<file path="config.mk">
export PLATFORM = sky130hd
export DESIGN_NAME = fetch_stage
export DESIGN_NICKNAME = d
export VERILOG_FILES = /design/src/rtl/fetch_stage.sv
export SDC_FILE = /design/constraint.sdc
export NUM_CORES = 1
export LEC_CHECK = 0
export ABC_AREA = 0
export CAP_MARGIN = 20
export CORE_ASPECT_RATIO = 1.25
export CORE_MARGIN = 4
export CORE_UTILIZATION = 43
export CTS_BUF_LIST = sky130_fd_sc_hd__clkbuf_8
export DETAILED_ROUTE_END_ITERATION = 6
export PLACE_DENSITY = 0.81
export SYNTH_ARGS = -nofsm -noshare
export SYNTH_HDL_FRONTEND = slang
export SYNTH_SLANG_ARGS = --single-unit
</file>
<file path="constraint.sdc">
create_clock -name clk -period 3.01 [get_ports clk]
set_input_delay 0.903 -clock clk [delete_from_list [all_inputs] [get_ports clk]]
set_output_delay 0.903 -clock clk [all_outputs]
set_load 0.02 [all_outputs]
</file>
<file path="src/rtl/fetch_stage.sv">
// Instruction fetch stage: issues one instruction-memory request at a time,
// captures the returned word into the IF/ID register and handles redirects.
module fetch_stage (
    input  logic        clk,
    input  logic        rst,
    input  logic [31:0] pc,
    output logic        pc_en,
    input  logic        flush,
    output logic        imem_req_valid,
    output logic [31:0] imem_req_addr,
    input  logic        imem_req_ready,
    input  logic        imem_rsp_valid,
    input  logic [31:0] imem_rsp_data,
    input  logic        id_ready,
    output logic        id_valid,
    output logic [31:0] id_pc,
    output logic [31:0] id_pc_plus4,
    output logic [31:0] id_instr,
    output logic        id_misalign
);

    localparam logic [31:0] NOP = 32'h0000_0013;

    typedef enum logic [1:0] {IDLE, REQ, WAIT, DROP} state_t;

    state_t      state_q, state_d;
    logic [31:0] req_pc_q, req_pc_d;     // address of the outstanding request
    logic        id_valid_q, id_valid_d;
    logic [31:0] id_pc_q, id_pc_d;
    logic [31:0] id_pc4_q, id_pc4_d;
    logic [31:0] id_instr_q, id_instr_d;
    logic        id_mis_q, id_mis_d;

    logic        can_take;               // IF/ID is empty or draining this cycle
    logic        load;
    logic [31:0] load_pc;
    logic [31:0] load_instr;
    logic        load_mis;

    assign can_take = !id_valid_q || id_ready;

    // Next-state, request handshake and IF/ID load selection
    always_comb begin
        state_d        = state_q;
        req_pc_d       = req_pc_q;
        pc_en          = 1'b0;
        imem_req_valid = 1'b0;
        imem_req_addr  = 32'h0;
        load           = 1'b0;
        load_pc        = pc;
        load_instr     = NOP;
        load_mis       = 1'b0;

        case (state_q)
            IDLE: state_d = REQ;
            REQ: begin
                if (!flush && can_take) begin
                    if (pc[1:0] == 2'b00) begin
                        imem_req_valid = 1'b1;
                        imem_req_addr  = pc;
                        if (imem_req_ready) begin
                            pc_en    = 1'b1;
                            req_pc_d = pc;
                            state_d  = WAIT;
                        end
                    end else begin
                        // Misaligned PC: hand decode a fault entry, stay put until redirected
                        load     = 1'b1;
                        load_mis = 1'b1;
                    end
                end
            end
            WAIT: begin
                if (flush) begin
                    state_d = imem_rsp_valid ? REQ : DROP;
                end else if (imem_rsp_valid) begin
                    load       = 1'b1;
                    load_pc    = req_pc_q;
                    load_instr = imem_rsp_data;
                    state_d    = REQ;
                end
            end
            // The killed request's response is swallowed whenever it arrives,
            // even alongside another flush, since nothing else is outstanding.
            DROP: if (imem_rsp_valid) state_d = REQ;
            default: state_d = IDLE;
        endcase

        // Reset dominates every handshake, including the combinational ones
        if (rst) begin
            pc_en          = 1'b0;
            imem_req_valid = 1'b0;
            imem_req_addr  = 32'h0;
        end
    end

    // IF/ID register update: flush beats load, load beats drain
    always_comb begin
        id_valid_d = id_valid_q;
        id_pc_d    = id_pc_q;
        id_pc4_d   = id_pc4_q;
        id_instr_d = id_instr_q;
        id_mis_d   = id_mis_q;
        if (flush) begin
            id_valid_d = 1'b0;
        end else if (load) begin
            id_valid_d = 1'b1;
            id_pc_d    = load_pc;
            id_pc4_d   = load_pc + 32'd4;
            id_instr_d = load_instr;
            id_mis_d   = load_mis;
        end else if (id_ready) begin
            id_valid_d = 1'b0;
        end
    end

    // State and IF/ID registers with synchronous reset
    always_ff @(posedge clk) begin
        if (rst) begin
            state_q    <= IDLE;
            req_pc_q   <= 32'h0;
            id_valid_q <= 1'b0;
            id_pc_q    <= 32'h0;
            id_pc4_q   <= 32'h0;
            id_instr_q <= 32'h0;
            id_mis_q   <= 1'b0;
        end else begin
            state_q    <= state_d;
            req_pc_q   <= req_pc_d;
            id_valid_q <= id_valid_d;
            id_pc_q    <= id_pc_d;
            id_pc4_q   <= id_pc4_d;
            id_instr_q <= id_instr_d;
            id_mis_q   <= id_mis_d;
        end
    end

    assign id_valid    = id_valid_q;
    assign id_pc       = id_pc_q;
    assign id_pc_plus4 = id_pc4_q;
    assign id_instr    = id_instr_q;
    assign id_misalign = id_mis_q;

endmodule

</file>
==> impl_metrics.toml, run 1 <==
[outcome]
status = "finished clean"

[timing]
skew_ps = 14.7
setup_viol = 0
worst-slew-pin-transition_ps = 793
fmax_mhz = 337
finalMaxSlewViolations = 0
period_minus_slack_ps = 2960
slew_headroom_pct = 47.1
fin_crit_sh_pct = 98.5
rsz0062_at_grt = "yes"
hold_violations = 0
fin_hold_ws_ps = 458

[route]
vias = 6739
ant_nets = 0
wl_mm = 21.4
drt-wirelength-per-cell_um = 17.9
first_iter_violations = 499
vias_per_cell = 5.63
drc = 0
first_pass_iters = 7

[synthesis]
ys_top_cells_by_count = "dfxtp_1, nand2_1, nor2_1, a21oi_1, nand3_1"
postSynthCellCount = 734
yosysTopAreaCell = "dfxtp_1"
synth.avg_cell_area_um2 = 8.55
synth_area_leaders = "dfxtp_1, nand2_1, mux2i_1"
ys.flop_type = "dfxtp_1"
ys_seq_area_share_pct = 41.5
synth_edf_count = 0
synthesis.area_mm2 = 0.00627
yosysWarnings = 0
yosysMostFrequentCell = "dfxtp_1"
synthArstFlopShare_pct = 0
synth_seq_cells = 130
yosys.cell_types.count = 74
synth_top_area_share_pct = 41.5

[cts]
clk_latency_ps = 450
cts_buffers = 17
path_clk_slew_ps = 90
cts_max_path_buffers = 2
htreeDepth = 4
clock-sinks = 130
cts_tree = "built"
ctsRootBufferMaster = "clkbuf_8"
hold_buffers = 0

[critical_path]
reg2reg_slack_ps = 280
r2r_end = "id_pc_plus4[28]"
r2r_start = "state_q[0]"
reg2reg_depth = 11
cp-endpoint = "pc_en"
crit_required_ps = 2110
crit_path_end_kind = "output pin"
worst_setup_path_start_kind = "input port"
worstSetupPathType = "input port to output pin"
startpoint = "imem_req_ready"
path_max_fanout = 2
arrival_ps = 2060

[floorplan]
fp.dieH_um = 143
start_util_pct = 43.7
die_w_um = 116
core_area_mm2 = 0.0143
num_rows = 49
dieArea_mm2 = 0.0166
pin_count = 202

[layout]
area_growth_pct = 52.1
nFillCells = 1169
final_nets = 1081
drive_gt1_share_pct = 22.6
antenna_cells = 0
fin_area_mm2 = 0.00954
stdcell_count = 1197

[power_and_ir_drop]
peakVddDrop_mv = 0.329
powerDensity_mw_per_mm2 = 516
leakage_uw = 0.00384

[global_route]
antenna_found_initial = 0
overflow = 0
grt.total_usage_pct = 25.4
grt_pass1_vias = 6822
grt_pass1_wl_mm = 33.7
grt_start_max_net_pins = 72

[placement]
portBuffers = 199
dp_hpwl_mm = 15.4
placed_cells = 1158
place_congestion = 0.890
placed_cell_area_mm2 = 0.00905

[hold_path]
hp-class = "flop to flop"

[run]
drv_cap = 0
critical path, cell delays in order:
cell and delay (ps):
clkdlybuf4s50_1 460, nand4_1 120, or2_2 320, nor2_2 100, buf_4 150
layout by cell type, fill, tap and decap left out, types with 4 or more instances in the layout:
cell,instances
a211oi_1,26
inv_8,6
buf_6,14
and2_1,24
buf_4,110
nand2_1,98
o221ai_1,4
nor3b_1,5
nor2_1,73
xnor2_1,10
buf_12,5
a21oi_1,42
and2_4,9
xor2_1,4
o21ai_0,11
o211ai_1,5
a311oi_1,4
mux2i_1,32
inv_1,8
buf_2,15
clkbuf_8,17
and3_1,15
clkdlybuf4s50_1,161
a22oi_1,30
nand4_1,16
nor3_1,12
inv_6,4
nand3_1,36
dfxtp_1,129
area by class of cell:
cell class,count,area (um2),share of cell area (%)
Inverter,10,37.5,0.393
Sequential cell,130,2600,27.3
Multi-Input combinational cell,536,3440,36.1
Clock inverter,15,159,1.67
Timing Repair Buffer,311,2850,29.8
Clock buffer,17,234,2.45
Tap cell,178,223,2.33
kinds of logic (layout without fill, tap and decap cells):
logic type	after synthesis	count (layout)	synth area share, %
mux	36	36	5.86
simple gates	323	323	26.6
flops	130	130	41.5
other cells	1	2	0.0598
buf+inv	69	353	5.45
fa+ha+maj	5	5	0.997
compound gates	156	156	17.6
xor+xnor	14	14	1.95
worst min-delay path by stage:
stage	cells past startpoint	endpoint	start	slack [ps]
2_1_floorplan	2	req_pc_q[30]	req_pc_q[30]	440
5_1_grt	2	id_misalign	id_misalign	480
4_1_cts	2	id_pc_plus4[6]	id_pc_plus4[6]	460
3_3_place_gp	2	id_pc_plus4[6]	id_pc_plus4[6]	440
3_5_place_dp	2	id_pc_plus4[6]	id_pc_plus4[6]	450
6_report	2	id_pc_plus4[6]	id_pc_plus4[6]	460
repair_timing:
action / in CTS / in global routing
pin swaps: 2 / 3
buffers inserted: 6 / 0
resized for setup: 163 / 32
gates cloned: 1 / 0
setup endpoints to repair: 35 / 35
state kept, by name, indices dropped and copies added, names as in the netlist:
register     count
id_instr        32
id_valid         1
req_pc_q        32
id_misalign      1
state_q          2
id_pc_plus4     30
id_pc           32
power breakdown:
part / total (uW) / switching [uW] / internal, uW
registers: 1980 / 101 / 1880
logic: 1470 / 782 / 689
clock network: 1470 / 843 / 626
total: 4920 / 1730 / 3190
per-stage QoR:
step	utilization (%)	total power, uW	setup slack (ps)	TNS [ps]
6_report	66.5	4920	45.3	0
3_5_place_dp	63.1	3450	-858	-30980
4_1_cts	65.9	4910	1.65	0
5_1_grt	66.5	5130	-19.6	-48.5
2_1_floorplan	-	2740	-7.32	-7.32
3_3_place_gp	63.1	3420	-754	-27120
per-layer routing:
metal / track usage (%) / vias to the layer above / routed length (um)
li1: - / 3180 / -
met1: 28.8 / 3218 / 8180
met2: 45.0 / 290 / 11000
met3: 5.47 / 51 / 1510
met4: 12.0 / 0 / 747
met5: 0 / - / 0
Note: power is estimated with default switching activity, not from simulation.
==> run 2, diff against run 1 <==
HOLD_SLACK_MARGIN = 0.15   (was unset)
==> results of run 2 <==
The final DEF is identical to that of run 1; final timing and power are the same.
==> run 3, diff against run 2 <==
GPL_TIMING_DRIVEN = 0   (was unset)
==> run 3 against run 2 <==
  * The run now ends with DRC left
  * Sequential power about the same
  * Routed wire length is 7.7% higher
  * Hold slack lost 2.1 ps
  * Critical path type unchanged
  * Critical endpoint is now imem_req_addr[7]
==> impl_metrics.toml, run 3 (same netlist as run 1, synthesis figures left out) <==
[layout]
area_growth_pct = 46.6
fin_area_mm2 = 0.00920
stdcell_count = 1154
drive_gt1_share_pct = 17.1
final_common_cell = "clkdlybuf4s50_1"
antenna_cells = 0
final_cell_mix = "clkdlybuf4s50_1, dfxtp_1, nand2_1, nor2_1, a21oi_1"
final_nets = 1038

[floorplan]
fp.dieH_um = 143
core_area_mm2 = 0.0143
pin_count = 202
num_rows = 49
start_util_pct = 43.7
dieArea_mm2 = 0.0166
die_w_um = 116

[critical_path]
worstSetupPathType = "input port to output pin"
path_max_fanout = 7
crit_required_ps = 2110
crit_path_end_kind = "output pin"
arrival_ps = 2090
path_cells = "clkdlybuf4s15_2 -> nor4_4 -> buf_6 -> clkbuf_16 -> and2_2 -> buf_4"
slowest_delay_ps = 300
worst_setup_path_start_kind = "input port"
cpMaxStageDelayCell = "nor4_4"

[route]
wl_met2_mm = 11.2
first_iter_violations = 732
drt-wirelength-per-cell_um = 20.0
vias_per_cell = 5.84
vias = 6736
wl_met1_mm = 8.35
drc = 2
dr.max_layer_used = "met4"
dr_wl_met3_mm = 2.35
first_pass_iters = 7
ant_nets = 0
wl_mm = 23.0

[global_route]
overflow = 0
grt.total_usage_pct = 27.1
antenna_found_initial = 0
grt_pass1_wl_mm = 34.4
grt_start_max_net_pins = 20
grt_pass1_vias = 6497

[placement]
place_congestion = 0.928
pre_cts_slack_ps = -1520
placed_cells = 1112
placed_cell_area_mm2 = 0.00850
portBuffers = 199
dp_hpwl_mm = 16.5

[timing]
setup_slack_ps = 16.5
period_minus_slack_ps = 2990
finalMaxSlewViolations = 0
rsz0062_at_grt = "yes"
skew_ps = 11.9
slew_headroom_pct = 53.5
setup_viol = 0
fmax_mhz = 334
fin_crit_sh_pct = 99.5
hold_violations = 0
worst-slew-pin-transition_ps = 698
setup-tns-final_ps = 0

[run]
drv_cap = 0

[cts]
hold_buffers = 0
clock-sinks = 130
clk_latency_ps = 460
ctsRootBufferMaster = "clkbuf_8"
cts_buffers = 17
path_clk_slew_ps = 90
cts_tree = "built"
cts_max_path_buffers = 2
htreeDepth = 4

[hold_path]
hp-class = "flop to flop"

[power_and_ir_drop]
powerDensity_mw_per_mm2 = 553
leakage_uw = 0.00356
totalPowerFinal_uw = 5080
peakVddDrop_mv = 0.310

[outcome]
status = "finished with violations"
violations = "DRC"
-- run 3: changes by cell type in the layout (fill, tap and decap cells not counted), moves of 4 or more --
cell / before / now
buf_2: 15 / 21
clkbuf_8: 17 / 23
inv_8: 6 / 2
and2_1: 24 / 20
buf_1: 0 / 6
buf_4: 110 / 28
clkbuf_1: 0 / 21
-- run 3: power by group --
| part | leakage [uW] | switching (uW) | internal, uW | total [uW] |
|---|---|---|---|---|
| clock | 0.000208 | 797 | 846 | 1640 |
| combinational | 0.00230 | 823 | 627 | 1450 |
| sequential | 0.00105 | 109 | 1880 | 1990 |
| total | 0.00356 | 1730 | 3350 | 5080 |
-- run 3: layer usage --
layer  up-vias  global-route usage [%]
met5         -                       0
met4         0                    14.0
met3        92                    7.76
met2       415                    45.9
met1      3133                    30.7
li1       3096                       -
-- run 3: timing repair --
action / CTS / global route
gates resized for setup: 229 / 22
pin swaps: 6 / 7
endpoints found under the setup margin: 41 / 40
cloned: 3 / 0
buffers inserted: 6 / 3
-- run 3: final timing paths --
kind                  start          endpoint  slack, ps  cells after the start
max                   pc[1]  imem_req_addr[7]         20                      6
min          id_pc_plus4[8]    id_pc_plus4[8]        460                      2
max reg2reg      state_q[0]   id_pc_plus4[28]         90                     13
min reg2reg  id_pc_plus4[8]    id_pc_plus4[8]        460                      2
-- run 3: layout make-up --
| cell class | count | area, um2 |
|---|---|---|
| inverters | 10 | 37.5 |
| flip-flops and latches | 130 | 2610 |
| plain buffers | 57 | 408 |
| clock buffers | 17 | 234 |
| clock inverters | 15 | 196 |
| fillers | 1211 | 5150 |
| repair buffers | 211 | 2030 |
| multi-input cells | 536 | 3460 |
| well taps | 178 | 223 |
-- run 3: critical path, delay by kind of cell --
family | cells | cell delay [ps]
buffers and inverters | 4 | 750
AND/OR/NAND/NOR | 2 | 430
-- run 3: per-stage QoR --
stage	util (%)	hold slack, ps
floorplan	-	436
global placement	59.3	441
detailed placement	59.3	446
CTS	63.6	458
global route	64.1	474
finish	64.1	456
